File: src/rtl/hamming_decoder.sv
// ----------------------------------------------------------------------------
// hamming_decoder
//
// Two-stage SECDED decoder with valid/ready handshakes on both sides.
// Stage 1 registers the incoming codeword; stage 2 registers the syndrome,
// the single/double error flags and the corrected payload.
//
// Codeword layout: bit 0 is the extended (overall) parity bit, bits at
// positions 2**k are Hamming parity bits, and every other position from 3
// upwards carries payload, lowest position to data_o[0].
//
// Optional feature macro: HAMMING_DECODER_ERR_CNT_EN
//   defined   -> saturating 16-bit single/double error counters are built
//   undefined -> sec_cnt_o / ded_cnt_o are tied to 0 and cnt_clr_i is ignored
//
// Ports
//   clk_i        clock, all state on the rising edge
//   rst_i        asynchronous active-high reset
//   in_valid_i   codeword valid
//   in_ready_o   decoder can accept a codeword this cycle
//   code_i       SECDED codeword (CODED_WIDTH bits)
//   out_valid_o  decoded result valid
//   out_ready_i  downstream accepts the result
//   data_o       corrected payload
//   sec_o        single error corrected
//   ded_o        uncorrectable (double) error detected
//   err_pos_o    syndrome; flipped bit index when sec_o=1 and non-zero
//   cnt_clr_i    synchronous clear of the error counters
//   sec_cnt_o    single-error counter
//   ded_cnt_o    double-error counter
// ----------------------------------------------------------------------------

// Smallest p with 2**p >= dw+p+1; the fixed point is reached within three
// $clog2 iterations for any payload width.
`ifndef HAMMING_ADDR_WIDTH
`define HAMMING_ADDR_WIDTH(dw) ($clog2((dw) + 1 + $clog2((dw) + 1 + $clog2((dw) + 1))))
`endif

module hamming_decoder #(
    parameter int DATA_WIDTH = 32,
    localparam int ADDR_WIDTH = `HAMMING_ADDR_WIDTH(DATA_WIDTH),
    localparam int CODED_WIDTH = DATA_WIDTH + ADDR_WIDTH + 1
) (
    input  logic                   clk_i,
    input  logic                   rst_i,
    input  logic                   in_valid_i,
    output logic                   in_ready_o,
    input  logic [CODED_WIDTH-1:0] code_i,
    output logic                   out_valid_o,
    input  logic                   out_ready_i,
    output logic [DATA_WIDTH-1:0]  data_o,
    output logic                   sec_o,
    output logic                   ded_o,
    output logic [ADDR_WIDTH-1:0]  err_pos_o,
    input  logic                   cnt_clr_i,
    output logic [15:0]            sec_cnt_o,
    output logic [15:0]            ded_cnt_o
);

    // Codeword position that carries payload bit d.
    function automatic int data_pos(input int d);
        int pos;
        int cnt;
        pos = 0;
        cnt = 0;
        for (int i = 3; i < CODED_WIDTH; i++) begin
            if ((i & (i - 1)) != 0) begin
                if (cnt == d) begin
                    pos = i;
                end
                cnt++;
            end
        end
        return pos;
    endfunction

    logic                   en;
    logic                   s1_valid_q, s1_valid_d;
    logic [CODED_WIDTH-1:0] s1_code_q, s1_code_d;
    logic                   out_valid_q, out_valid_d;
    logic [DATA_WIDTH-1:0]  data_q, data_d;
    logic                   sec_q, sec_d;
    logic                   ded_q, ded_d;
    logic [ADDR_WIDTH-1:0]  err_pos_q, err_pos_d;

    logic [ADDR_WIDTH-1:0]  syndrome;
    logic                   parity;
    logic                   flip;
    logic                   sec_next;
    logic                   ded_next;
    logic [CODED_WIDTH-1:0] corrected;
    logic [DATA_WIDTH-1:0]  data_next;

    // The whole pipeline moves together whenever the output register is
    // empty or being drained this cycle.
    assign en = !out_valid_q || out_ready_i;
    assign in_ready_o = en;

    // Syndrome, overall parity and error classification of the stage-1 word.
    // A non-zero syndrome with odd parity that points past the codeword can
    // only come from three or more flips, so it is reported as uncorrectable.
    always_comb begin
        syndrome = '0;
        for (int i = 1; i < CODED_WIDTH; i++) begin
            if (s1_code_q[i]) begin
                syndrome = syndrome ^ ADDR_WIDTH'(i);
            end
        end
        parity   = ^s1_code_q;
        flip     = 1'b0;
        sec_next = 1'b0;
        ded_next = 1'b0;
        if (syndrome == '0) begin
            sec_next = parity;
        end else if (parity) begin
            if (int'(syndrome) < CODED_WIDTH) begin
                sec_next = 1'b1;
                flip     = 1'b1;
            end else begin
                ded_next = 1'b1;
            end
        end else begin
            ded_next = 1'b1;
        end
        corrected = s1_code_q ^ (flip ? (CODED_WIDTH'(1) << syndrome) : '0);
    end

    // Payload extraction is pure wiring from fixed codeword positions.
    for (genvar g = 0; g < DATA_WIDTH; g++) begin : g_extract
        localparam int POS = data_pos(g);
        assign data_next[g] = corrected[POS];
    end

    // Parity positions of the corrected word are intentionally dropped.
    logic unused_corrected;
    assign unused_corrected = ^corrected;

    // Next-state for both pipeline stages; everything holds while stalled so
    // the presented result stays stable until it is taken.
    always_comb begin
        s1_valid_d  = s1_valid_q;
        s1_code_d   = s1_code_q;
        out_valid_d = out_valid_q;
        data_d      = data_q;
        sec_d       = sec_q;
        ded_d       = ded_q;
        err_pos_d   = err_pos_q;
        if (en) begin
            s1_valid_d  = in_valid_i;
            if (in_valid_i) begin
                s1_code_d = code_i;
            end
            out_valid_d = s1_valid_q;
            if (s1_valid_q) begin
                data_d    = data_next;
                sec_d     = sec_next;
                ded_d     = ded_next;
                err_pos_d = syndrome;
            end
        end
    end

    // Pipeline registers; reset discards any word in flight.
    always_ff @(posedge clk_i or posedge rst_i) begin
        if (rst_i) begin
            s1_valid_q  <= 1'b0;
            s1_code_q   <= '0;
            out_valid_q <= 1'b0;
            data_q      <= '0;
            sec_q       <= 1'b0;
            ded_q       <= 1'b0;
            err_pos_q   <= '0;
        end else begin
            s1_valid_q  <= s1_valid_d;
            s1_code_q   <= s1_code_d;
            out_valid_q <= out_valid_d;
            data_q      <= data_d;
            sec_q       <= sec_d;
            ded_q       <= ded_d;
            err_pos_q   <= err_pos_d;
        end
    end

    assign out_valid_o = out_valid_q;
    assign data_o      = data_q;
    assign sec_o       = sec_q;
    assign ded_o       = ded_q;
    assign err_pos_o   = err_pos_q;

`ifdef HAMMING_DECODER_ERR_CNT_EN
    logic        out_fire;
    logic [15:0] sec_cnt_q, sec_cnt_d;
    logic [15:0] ded_cnt_q, ded_cnt_d;

    assign out_fire = out_valid_q && out_ready_i;

    // Count each delivered result once; clear wins over a same-cycle count.
    always_comb begin
        sec_cnt_d = sec_cnt_q;
        ded_cnt_d = ded_cnt_q;
        if (cnt_clr_i) begin
            sec_cnt_d = '0;
            ded_cnt_d = '0;
        end else if (out_fire) begin
            if (sec_q && (sec_cnt_q != 16'hFFFF)) begin
                sec_cnt_d = sec_cnt_q + 16'd1;
            end
            if (ded_q && (ded_cnt_q != 16'hFFFF)) begin
                ded_cnt_d = ded_cnt_q + 16'd1;
            end
        end
    end

    // Error counter registers.
    always_ff @(posedge clk_i or posedge rst_i) begin
        if (rst_i) begin
            sec_cnt_q <= '0;
            ded_cnt_q <= '0;
        end else begin
            sec_cnt_q <= sec_cnt_d;
            ded_cnt_q <= ded_cnt_d;
        end
    end

    assign sec_cnt_o = sec_cnt_q;
    assign ded_cnt_o = ded_cnt_q;
`else
    logic unused_cnt_clr;
    assign unused_cnt_clr = cnt_clr_i;
    assign sec_cnt_o = '0;
    assign ded_cnt_o = '0;
`endif

endmodule
File: config.mk
export PLATFORM = sky130hd
export DESIGN_NAME = hamming_decoder
export DESIGN_NICKNAME = d
export VERILOG_FILES = /design/src/rtl/hamming_decoder.sv
export SDC_FILE = /design/constraint.sdc
export NUM_CORES = 1
export LEC_CHECK = 0
export ABC_AREA = 1
export ABC_CLOCK_PERIOD_IN_PS = 2500
export BUFFER_PORTS_ARGS = -buffer_cell sky130_fd_sc_hd__buf_2
export CAP_MARGIN = 15
export CORE_ASPECT_RATIO = 1.75
export CORE_MARGIN = 3
export CORE_UTILIZATION = 50
export CTS_CLUSTER_DIAMETER = 100
export DETAILED_ROUTE_END_ITERATION = 10
export GPL_TIMING_DRIVEN = 0
export HOLD_SLACK_MARGIN = 0.12
export PLACE_DENSITY_LB_ADDON = 0.25
export SYNTH_ARGS = -nofsm -noshare
export SYNTH_HDL_FRONTEND = slang
export SYNTH_SLANG_ARGS = --single-unit
export TNS_END_PERCENT = 20
File: constraint.sdc
create_clock -name clk_i -period 2.5 [get_ports clk_i]
set_input_delay 0.5 -clock clk_i [delete_from_list [all_inputs] [get_ports clk_i]]
set_output_delay 0.5 -clock clk_i [all_outputs]
set_load 0.02 [all_outputs]
## Word level (Yosys, flattened, before mapping)

Index checks and enable logic that the tools add are counted.

| storage, ports and cells | value |
|---|---|
| bits in latches | 0 |
| bits in writable memories | 0 |
| flip-flop bits (word level) | 81 |
| memories | 0 |
| memory bits (read-only) | 0 |

| operators by class | value |
|---|---|
| div/mod/pow operators | 0 |
| bitwise logic cells | 38 |
| shift-type cells | 1 |
| mux-type cells | 46 |
| multiply operators | 0 |
| reductions and logical operators | 6 |
| equality and inequality tests | 0 |
| $lt $le $gt $ge | 1 |
| add/sub/neg operators | 0 |

Operator list:

| operator | number |
|---|---|
| 2-to-1 mux 5 bit | 16 |
| 2-to-1 mux 6 bit | 7 |
| 2-to-1 mux 39 bit | 1 |
| inverter 3 bit | 13 |
| parity 39 bit | 1 |
| left shift 1 x 6 -> 39 bit (first input constant) | 1 |
| XOR 39 bit | 1 |
| 2-to-1 mux 4 bit | 8 |
| inverter 2 bit | 13 |
| inverter 4 bit | 5 |
| 2-to-1 mux 3 bit | 4 |
| 2-to-1 mux 1 bit | 8 |
| logical NOT 6 bit | 1 |
| less-than comparator 6 bit (second input constant) | 1 |
| inverter 1 bit (first input constant) | 5 |
| inverter 5 bit | 1 |
| 2-to-1 mux 2 bit | 2 |
| AND reduction 2 bit | 2 |
| logical NOT 1 bit | 1 |
| logical OR 1 bit | 1 |

## Logic depth before layout (Yosys ltp)

Gate-level depths: netlist of the first run.

| depth | value |
|---|---|
| depth after elaboration | 76 |
| gate-level depth with buffers | 23 |
| mapped depth without buffers | 21 |

## Worst setup path after synthesis of the first run

OpenSTA, ideal clock, no wires.

| path | value |
|---|---|
| path kind | register to register |
| start point | reg s1_code_q[9] |
| end point | reg data_q[21] (netlist: data_o[21]) |
| cell stages (with the launch flop) | 20 |
| data arrival time | 2.076 ns |
| path slack | 0.306 ns |
| clock period less this slack | 2.194 ns |
| data required time | 2.383 ns |
| path buffers | 3 |
| cell sequence | dfrtp_1 -> buf_2 -> xor2_1 -> or2_1 -> nand2_1 -> nand2_1 -> nand2_1 -> inv_1 -> nand2_1 -> nand2_2 -> buf_6 -> nand2_2 -> inv_2 -> nand2_2 -> nand3_4 -> nor2_8 -> buf_6 -> nand3_1 -> nand3_1 -> nand2_1 |

| between the ends | value |
|---|---|
| word-level cells in the longest chain between the ends | 50 |
| elaborated cells on any way between the ends | 60 |
| classes of those cells | order compare: 1; shift: 1; mux: 34; bitwise: 22; reduce/logical: 2 |

RTL lines:

| element | line | source |
|---|---|---|
| start, declared | 79 | `logic [CODED_WIDTH-1:0] s1_code_q, s1_code_d;` |
| start signal, assigned | 175 | `s1_code_q <= s1_code_d;` |
| 2-to-1 mux 4 bit | 105 | `if (s1_code_q[i]) begin` |
| inverter 2 bit (no source line) / 2-to-1 mux 4 bit (equally long branches) | n/a |  |
| 2-to-1 mux 4 bit / inverter 3 bit (equally long branches) | n/a |  |
| inverter 3 bit (no source line) / 2-to-1 mux 4 bit (equally long branches) | n/a |  |
| 2-to-1 mux 4 bit | 105 |  |
| inverter 2 bit (no source line) / inverter 3 bit (equally long branches) | n/a |  |
| 2-to-1 mux 4 bit | 105 |  |
| inverter 3 bit (no source line) / 2-to-1 mux 4 bit (equally long branches) | n/a |  |
| (+33 left out) | n/a |  |
| 2-to-1 mux 6 bit / inverter 3 bit (equally long branches) | n/a |  |
| 2-to-1 mux 6 bit (2 in series) | 105 |  |
| less-than comparator 6 bit | 116 | `if (int'(syndrome) < CODED_WIDTH) begin` |
| 2-to-1 mux 1 bit | 116 |  |
| 2-to-1 mux 1 bit | 115 | `end else if (parity) begin` |
| 2-to-1 mux 1 bit | 113 | `if (syndrome == '0) begin` |
| 2-to-1 mux 39 bit (*) | 125 | `corrected = s1_code_q ^ (flip ? (CODED_WIDTH'(1) << syndrome) : '0);` |
| XOR 39 bit (*) | 125 |  |
| end signal, assigned | 177 | `data_q <= data_d;` |
| end, declared | 81 | `logic [DATA_WIDTH-1:0] data_q, data_d;` |

Every way passes the cells marked *; elsewhere a longest branch is shown, timed or not.
A chain may end at the register's enable or synchronous reset.

## Worst setup path after layout of the first run

| path | value |
|---|---|
| start point | reg s1_code_q[19] |
| end point | reg data_q[31] (netlist: data_o[31]) |

| between the ends | value |
|---|---|
| word-level cells in the longest chain between the ends | 38 |
| elaborated cells on any way between the ends | 46 |
| classes of those cells | order compare: 1; shift: 1; mux: 24; bitwise: 18; reduce/logical: 2 |

RTL lines:

| element | line |
|---|---|
| 2-to-1 mux 5 bit | 105 |
| inverter 2 bit (no source line) | n/a |
| 2-to-1 mux 5 bit | 105 |
| inverter 3 bit (no source line) | n/a |
| 2-to-1 mux 5 bit | 105 |
| inverter 3 bit (no source line) | n/a |
| 2-to-1 mux 5 bit | 105 |
| inverter 4 bit (no source line) | n/a |
| (+16 left out) | n/a |
| 2-to-1 mux 5 bit | 105 |
| 2-to-1 mux 6 bit (7 in series) | 105 |
| less-than comparator 6 bit | 116 |
| 2-to-1 mux 1 bit | 116 |
| 2-to-1 mux 1 bit | 115 |
| 2-to-1 mux 1 bit | 113 |
| 2-to-1 mux 39 bit (*) | 125 |
| XOR 39 bit (*) | 125 |

Marked as above.

==> impl_metrics.json, run 1 <==
{
  "outcome": "finished, violations left",
  "failed_checks": "setup timing",
  "placed_area_sq_mm": 0.006200,
  "grt_setup_unrepaired": "yes",
  "grt_antenna_before_repair": 0,
  "postRouteAntennaNets": 0,
  "post-route-cell-area_sq_mm": 0.007313,
  "synthesis.area_sq_mm": 0.005477,
  "area_growth_pct": 33.54,
  "final_max_slew_viol_count": 0,
  "synthTopCellsByCount": "356 x nand2_1, 92 x nand3_1, 81 x dfrtp_1, 57 x nor2_1, 44 x inv_1",
  "required_ps": 2750,
  "clock_sinks": 81,
  "tightest_slew_ps": 937.1,
  "drive_gt1_share_pct": 33.96,
  "clk_pin_slew_ps": 70,
  "hpwl_um": 12560,
  "cp-end-kind": "register",
  "pin_count": 118,
  "die_h_um": 144.4,
  "num_antenna_cells": 0,
  "fin_worst_skew_ps": 11.17,
  "critical_path.cell_chain": "inv_2, nand2_4, nand2_2, nand2_2, nand2_2, nand2_2, nand2_2, inv_2, nand3_2, nand2_2, nand2_2, nand2_2, buf_6, buf_4, nor2_4, nand4_1, nor2_1, nand3_1, nand3_2, nand2_1",
  "crit_path_frequent_cell": "nand2_2",
  "leakage_uw": 0.003860,
  "dominantRegCellSynth": "dfrtp_1",
  "io_buffers": 84,
  "min_period_ps": 2624,
  "worstSetupPathType": "register to register",
  "gp_congestion": 0.9400,
  "grt_overflow": 0,
  "postLayoutCoreUtil_pct": 68.36,
  "h-tree-depth": 3,
  "peakVddDrop_uv": 675.6,
  "cts-root-buf": "clkbuf_16",
  "crit_path_max_incr_delay_ps": 490,
  "clk_path_buf_depth": 2,
  "cap_viol_max_count": 0,
  "grt_max_degree": 42,
  "dpl_worst_slack_ps": -319.1,
  "synth-edff-count": 0,
  "reg2reg_from": "s1_code_q[19]$_DFFE_PP0P_",
  "die_x_um": 85.11,
  "grt_first_pass_wirelength_um": 26690,
  "drtIter0Drc": 481,
  "drc": 0,
  "ys_seq_area_share_pct": 37.01,
  "firstDrtPassIters": 5,
  "coreArea_sq_mm": 0.01070,
  "ys_seq_elements": 81,
  "ys_async_sr_fraction_pct": 100.0,
  "ys_top_cells_by_area": "dfrtp_1 37%, nand2_1 24%, nand3_1 8.4%, buf_4 4.5%, nor2_1 3.9%",
  "nNetsFinal": 1043,
  "worstPathArrival_ps": 2870,
  "synth_cell_types": 29,
  "max_freq_mhz": 381.1,
  "initial_core_util_pct": 51.19,
  "vias": 6017,
  "yosysTopAreaCellShare_pct": 37.01,
  "clkLatencyLatePin_ps": 350,
  "cts_inserted_buffers": 9,
  "critPathMaxFanout": 6,
  "dieArea_sq_mm": 0.01229,
  "final_critical_path_setup_slack_ps": -123.7,
  "hold_viol": 0,
  "max-slew-margin-rel_pct": 37.29,
  "cp-startpoint": "s1_code_q[19]$_DFFE_PP0P_",
  "yosysWarnings": 0,
  "cts_tree": "yes",
  "wl_per_cell_um": 15.48,
  "wirelength_um": 17560,
  "layout_worst_path_cycle_share_pct": 104.9,
  "setup.worst_path.start_class": "register",
  "cp_num_cells": 20,
  "grt_usage_pct": 27.93,
  "path_delay_family": "simple AND/OR/NAND/NOR gates",
  "fillers": 953,
  "r2r_cells": 20,
  "via_per_inst": 5.306,
  "crit_buf_inv": 4,
  "power_density_mw_per_mm2": 1303,
  "yosysMostFrequentCell": "nand2_1",
  "hold_class": "input pin to asynchronous set/reset pin",
  "finalSetupViolCount": 29,
  "rows": 50,
  "syn_avg_cell_area_sq_um": 6.590,
  "crit_slowest_cell": "dfrtp_2",
  "synth_cells": 831,
  "synth.largest_area_cell": "dfrtp_1",
  "grt_pass1_vias": 5590
}
-- report_power, final --
group	switching, uW	internal, uW	total (uW)
Clock	571	679	1250
Combinational	3990	2350	6340
Sequential	276	1660	1940
-- flip-flops by register name, summed over array words and instances, names as in the netlist --
name / flops
data_o: 32
ded_o: 1
err_pos_o: 6
out_valid_o: 1
s1_code_q: 39
s1_valid_q: 1
sec_o: 1
-- repair_timing --
action | CTS | global route
gates resized for setup | 79 | 72
buffers inserted | 14 | 22
hold buffers | 0 | 0
endpoints found under the setup margin | 32 | 33
pin swaps | 18 | 39
gates cloned | 7 | 0
-- area by class of cell --
cell class              count  area, sq um  share of cell area, %
inverters                  59        232.7                  3.182
well taps                 130        162.7                  2.224
multi-input cells         658         3361                  45.95
clock buffers               9        225.2                  3.080
plain buffers              64        451.7                  6.176
repair buffers            126        787.0                  10.76
clock inverters             7        53.80                 0.7357
flip-flops and latches     81         2039                  27.89
-- per-stage QoR --
| step | setup TNS [ps] | hold WS, ps | power, uW | instances |
|---|---|---|---|---|
| final | -1404 | 321.5 | 9526 | 1134 |
| after floorplan | 0 | 431.7 | 5220 | 862 |
| after global placement | -4678 | 449.9 | 6418 | 1076 |
| after CTS | -40.12 | 351.8 | 8666 | 1113 |
| after global routing | -5097 | 375.8 | 10040 | 1134 |
| after detailed placement | -4521 | 459.8 | 6470 | 1077 |
-- worst register-to-register path: stages (launching register included) --
cell and delay [ps]:
dfrtp_2 490, inv_2 110, nand2_4 60, nand2_2 60, nand2_2 70, nand2_2 70, nand2_2 40, nand2_2 90
inv_2 40, nand3_2 70, nand2_2 50, nand2_2 80, nand2_2 80, buf_6 130, buf_4 130, nor2_4 170
nand4_1 190, nor2_1 290, nand3_1 140, nand3_2 100, nand2_1 60
-- kinds of logic (layout without fill, tap and decap cells) --
logic type / after synthesis / after routing / share of synthesized area (%)
XOR/XNOR: 20 / 20 / 3.198
other: 1 / 32 / 0.06847
AO/OA/AOI/OAI: 46 / 46 / 4.227
multiplexers: 4 / 4 / 0.8224
flip-flops: 81 / 81 / 37.01
AND/OR/NAND/NOR: 554 / 556 / 42.68
buffers and inverters: 125 / 265 / 11.99
-- layout by cell type, fill, tap and decap left out, drive strengths merged, types with 15 or more instances in the layout --
master  instances
nand2         361
a21oi          35
dfrtp          81
nor3           15
nor2           64
nand4          19
buf           175
clkbuf         24
nand3          95
conb           32
inv            60
-- final timing paths --
check,endpoint,slack [ps]
worst max-delay path,data_o[31]$_DFFE_PP0P_,-120
worst min-delay path,sec_o$_DFFE_PP0P_,320
worst max register to register,data_o[31]$_DFFE_PP0P_,-120
worst min register to register,data_o[3]$_DFFE_PP0P_,460
max in group asynchronous,s1_code_q[7]$_DFFE_PP0P_,1470
min in group clk_i,s1_code_q[0]$_DFFE_PP0P_,370
-- layer usage --
metal  global-route usage (%)  wire length (um)  vias up
li1                         -                 -     2903
met1                    29.33              6161     2764
met4                    21.60              1372        0
met5                        0                 0        -
met3                    3.763               994       89
met2                    49.59              9028      261
Power figures use the tool's default switching activity.
==> inputs of run 2 (changes only) <==
--- a/config.mk
+++ b/config.mk
@@ -17,6 +17,8 @@
 export GPL_TIMING_DRIVEN = 0
 export HOLD_SLACK_MARGIN = 0.12
 export PLACE_DENSITY_LB_ADDON = 0.25
+export SETUP_SLACK_MARGIN = 0.05
+export SLEW_MARGIN = 10
 export SYNTH_ARGS = -nofsm -noshare
 export SYNTH_HDL_FRONTEND = slang
 export SYNTH_SLANG_ARGS = --single-unit
==> impl_metrics.json, run 2 (synthesized netlist as in run 1, its figures left out) <==
{
  "cap_viol_max_count": 0,
  "hpwl_um": 12590,
  "cts_inserted_buffers": 9,
  "clk_pin_slew_ps": 70,
  "num_antenna_cells": 0,
  "route.met2.wl_um": 9065,
  "firstDrtPassIters": 5,
  "fin_worst_skew_ps": 12.08,
  "postRouteAntennaNets": 0,
  "hold_class": "input pin to register",
  "drt-met1-wl_um": 6160,
  "critPathMaxFanout": 10,
  "min_period_ps": 2648,
  "failed_checks": "setup timing",
  "wl_per_cell_um": 15.45,
  "h-tree-depth": 3,
  "peakVddDrop_uv": 730.0,
  "regMostFlops": "s1_code_q",
  "layout.cells.most_common_list": "320 x nand2_1, 89 x buf_2, 77 x nand3_1, 70 x dfrtp_1, 60 x buf_4",
  "cts-root-buf": "clkbuf_16",
  "worstPathArrival_ps": 2890,
  "max-slew-margin-rel_pct": 43.30,
  "tightest_slew_ps": 847.3,
  "cp-end-kind": "register",
  "io_buffers": 84,
  "finalSetupViolCount": 32,
  "grt_pass1_vias": 5488,
  "worstSetupPathType": "register to register",
  "dieArea_sq_mm": 0.01229,
  "final_common_cell": "nand2_1",
  "final_critical_path_setup_slack_ps": -148.2,
  "clkLatencyLatePin_ps": 350,
  "nNetsFinal": 1035,
  "power_density_mw_per_mm2": 1309,
  "rows": 50,
  "die_x_um": 85.11,
  "grt_setup_unrepaired": "yes",
  "grt_usage_pct": 27.55,
  "layout_worst_path_cycle_share_pct": 105.9,
  "grt_first_pass_wirelength_um": 26470,
  "largest_register_ff_count": 39,
  "setup.worst_path.start_class": "register",
  "wl_met3_um": 1013,
  "required_ps": 2740,
  "grt_max_degree": 38,
  "via_per_inst": 5.269,
  "pin_count": 118,
  "final_max_slew_viol_count": 0,
  "setup-tns-final_ps": -2278,
  "holdWs_ps": 369.6,
  "outcome": "finished, violations left",
  "cts_tree": "yes",
  "coreArea_sq_mm": 0.01070,
  "drc": 0,
  "grt_overflow": 0,
  "leakage_uw": 0.003807,
  "highest_layer": "met4",
  "gp_congestion": 0.9400,
  "hold_viol": 0,
  "area_growth_pct": 31.32,
  "place_inst": 1078,
  "drtIter0Drc": 423,
  "clock_sinks": 81,
  "wirelength_um": 17400,
  "die_h_um": 144.4,
  "clk_path_buf_depth": 2,
  "grt_antenna_before_repair": 0,
  "vias": 5933,
  "initial_core_util_pct": 51.19,
  "max_freq_mhz": 377.6,
  "final_cells": 1126,
  "drive_gt1_share_pct": 31.02
}
[run 2: final cells by class]
type                    count  area (sq um)
repair buffers            118         757.0
clock inverters             7         53.80
inverters                  59         235.2
multi-input cells         656          3226
well taps                 130         162.7
plain buffers              66         491.7
fillers                   998          3506
flip-flops and latches     81          2041
clock buffers               9         225.2
[run 2: through the flow]
stage / area (sq um) / utilization [%] / power, uW / worst slack [ps]
after global placement: 6180 / 57.77 / 6418 / -371.9
after global routing: 7192 / 67.23 / 9942 / -263.0
after detailed placement: 6220 / 58.14 / 6469 / -340.7
final: 7192 / 67.23 / 9414 / -148.2
after CTS: 6812 / 63.67 / 8624 / -28.98
after floorplan: 5597 / - / 5220 / 306.1
[run 2: critical path, cell delays in order (launching register included)]
cell and delay (ps):
dfrtp_2 430, buf_6 140, xor2_1 150, or2_1 250, nand2_1 70, nand2_1 70
nand2_2 90, inv_1 50, nand2_2 80, nand2_4 80, buf_6 140, nand2_2 60
inv_2 30, nand2_2 60, nand3_4 100, nor2_8 130, buf_12 150, buf_8 140
nand3_1 80, nand3_1 140, nand2_1 70
[run 2: routing by layer]
layer	global-route usage, %	up-vias
li1	-	2882
met2	49.75	280
met4	17.51	0
met1	29.15	2692
met5	0	-
met3	4.789	79
[run 2: timing repair]
item | CTS | global route
setup endpoints to repair | 32 | 33
endpoints found under the hold margin | 7 | 0
hold buffers | 1 | 0
gates cloned | 1 | 1
gates resized for setup | 61 | 71
pin swaps | 11 | 31
buffers inserted | 9 | 20
[run 2: report_power, final]
part	internal (uW)	total [uW]	switching [uW]
registers	1660	1930	266
clock network	679	1260	577
logic	2440	6230	3790
[run 2: final timing paths]
check,from,endpoint,slack [ps],cells past startpoint
setup / recovery,s1_code_q[23]$_DFFE_PP0P_,data_o[13]$_DFFE_PP0P_,-150,20
hold / removal,code_i[0],s1_code_q[0]$_DFFE_PP0P_,370,2
max in group asynchronous,rst_i,s1_code_q[7]$_DFFE_PP0P_,1380,4
min in group asynchronous,rst_i,sec_o$_DFFE_PP0P_,630,3
setup reg to reg,s1_code_q[23]$_DFFE_PP0P_,data_o[13]$_DFFE_PP0P_,-150,20
hold reg to reg,data_o[3]$_DFFE_PP0P_,data_o[3]$_DFFE_PP0P_,470,2
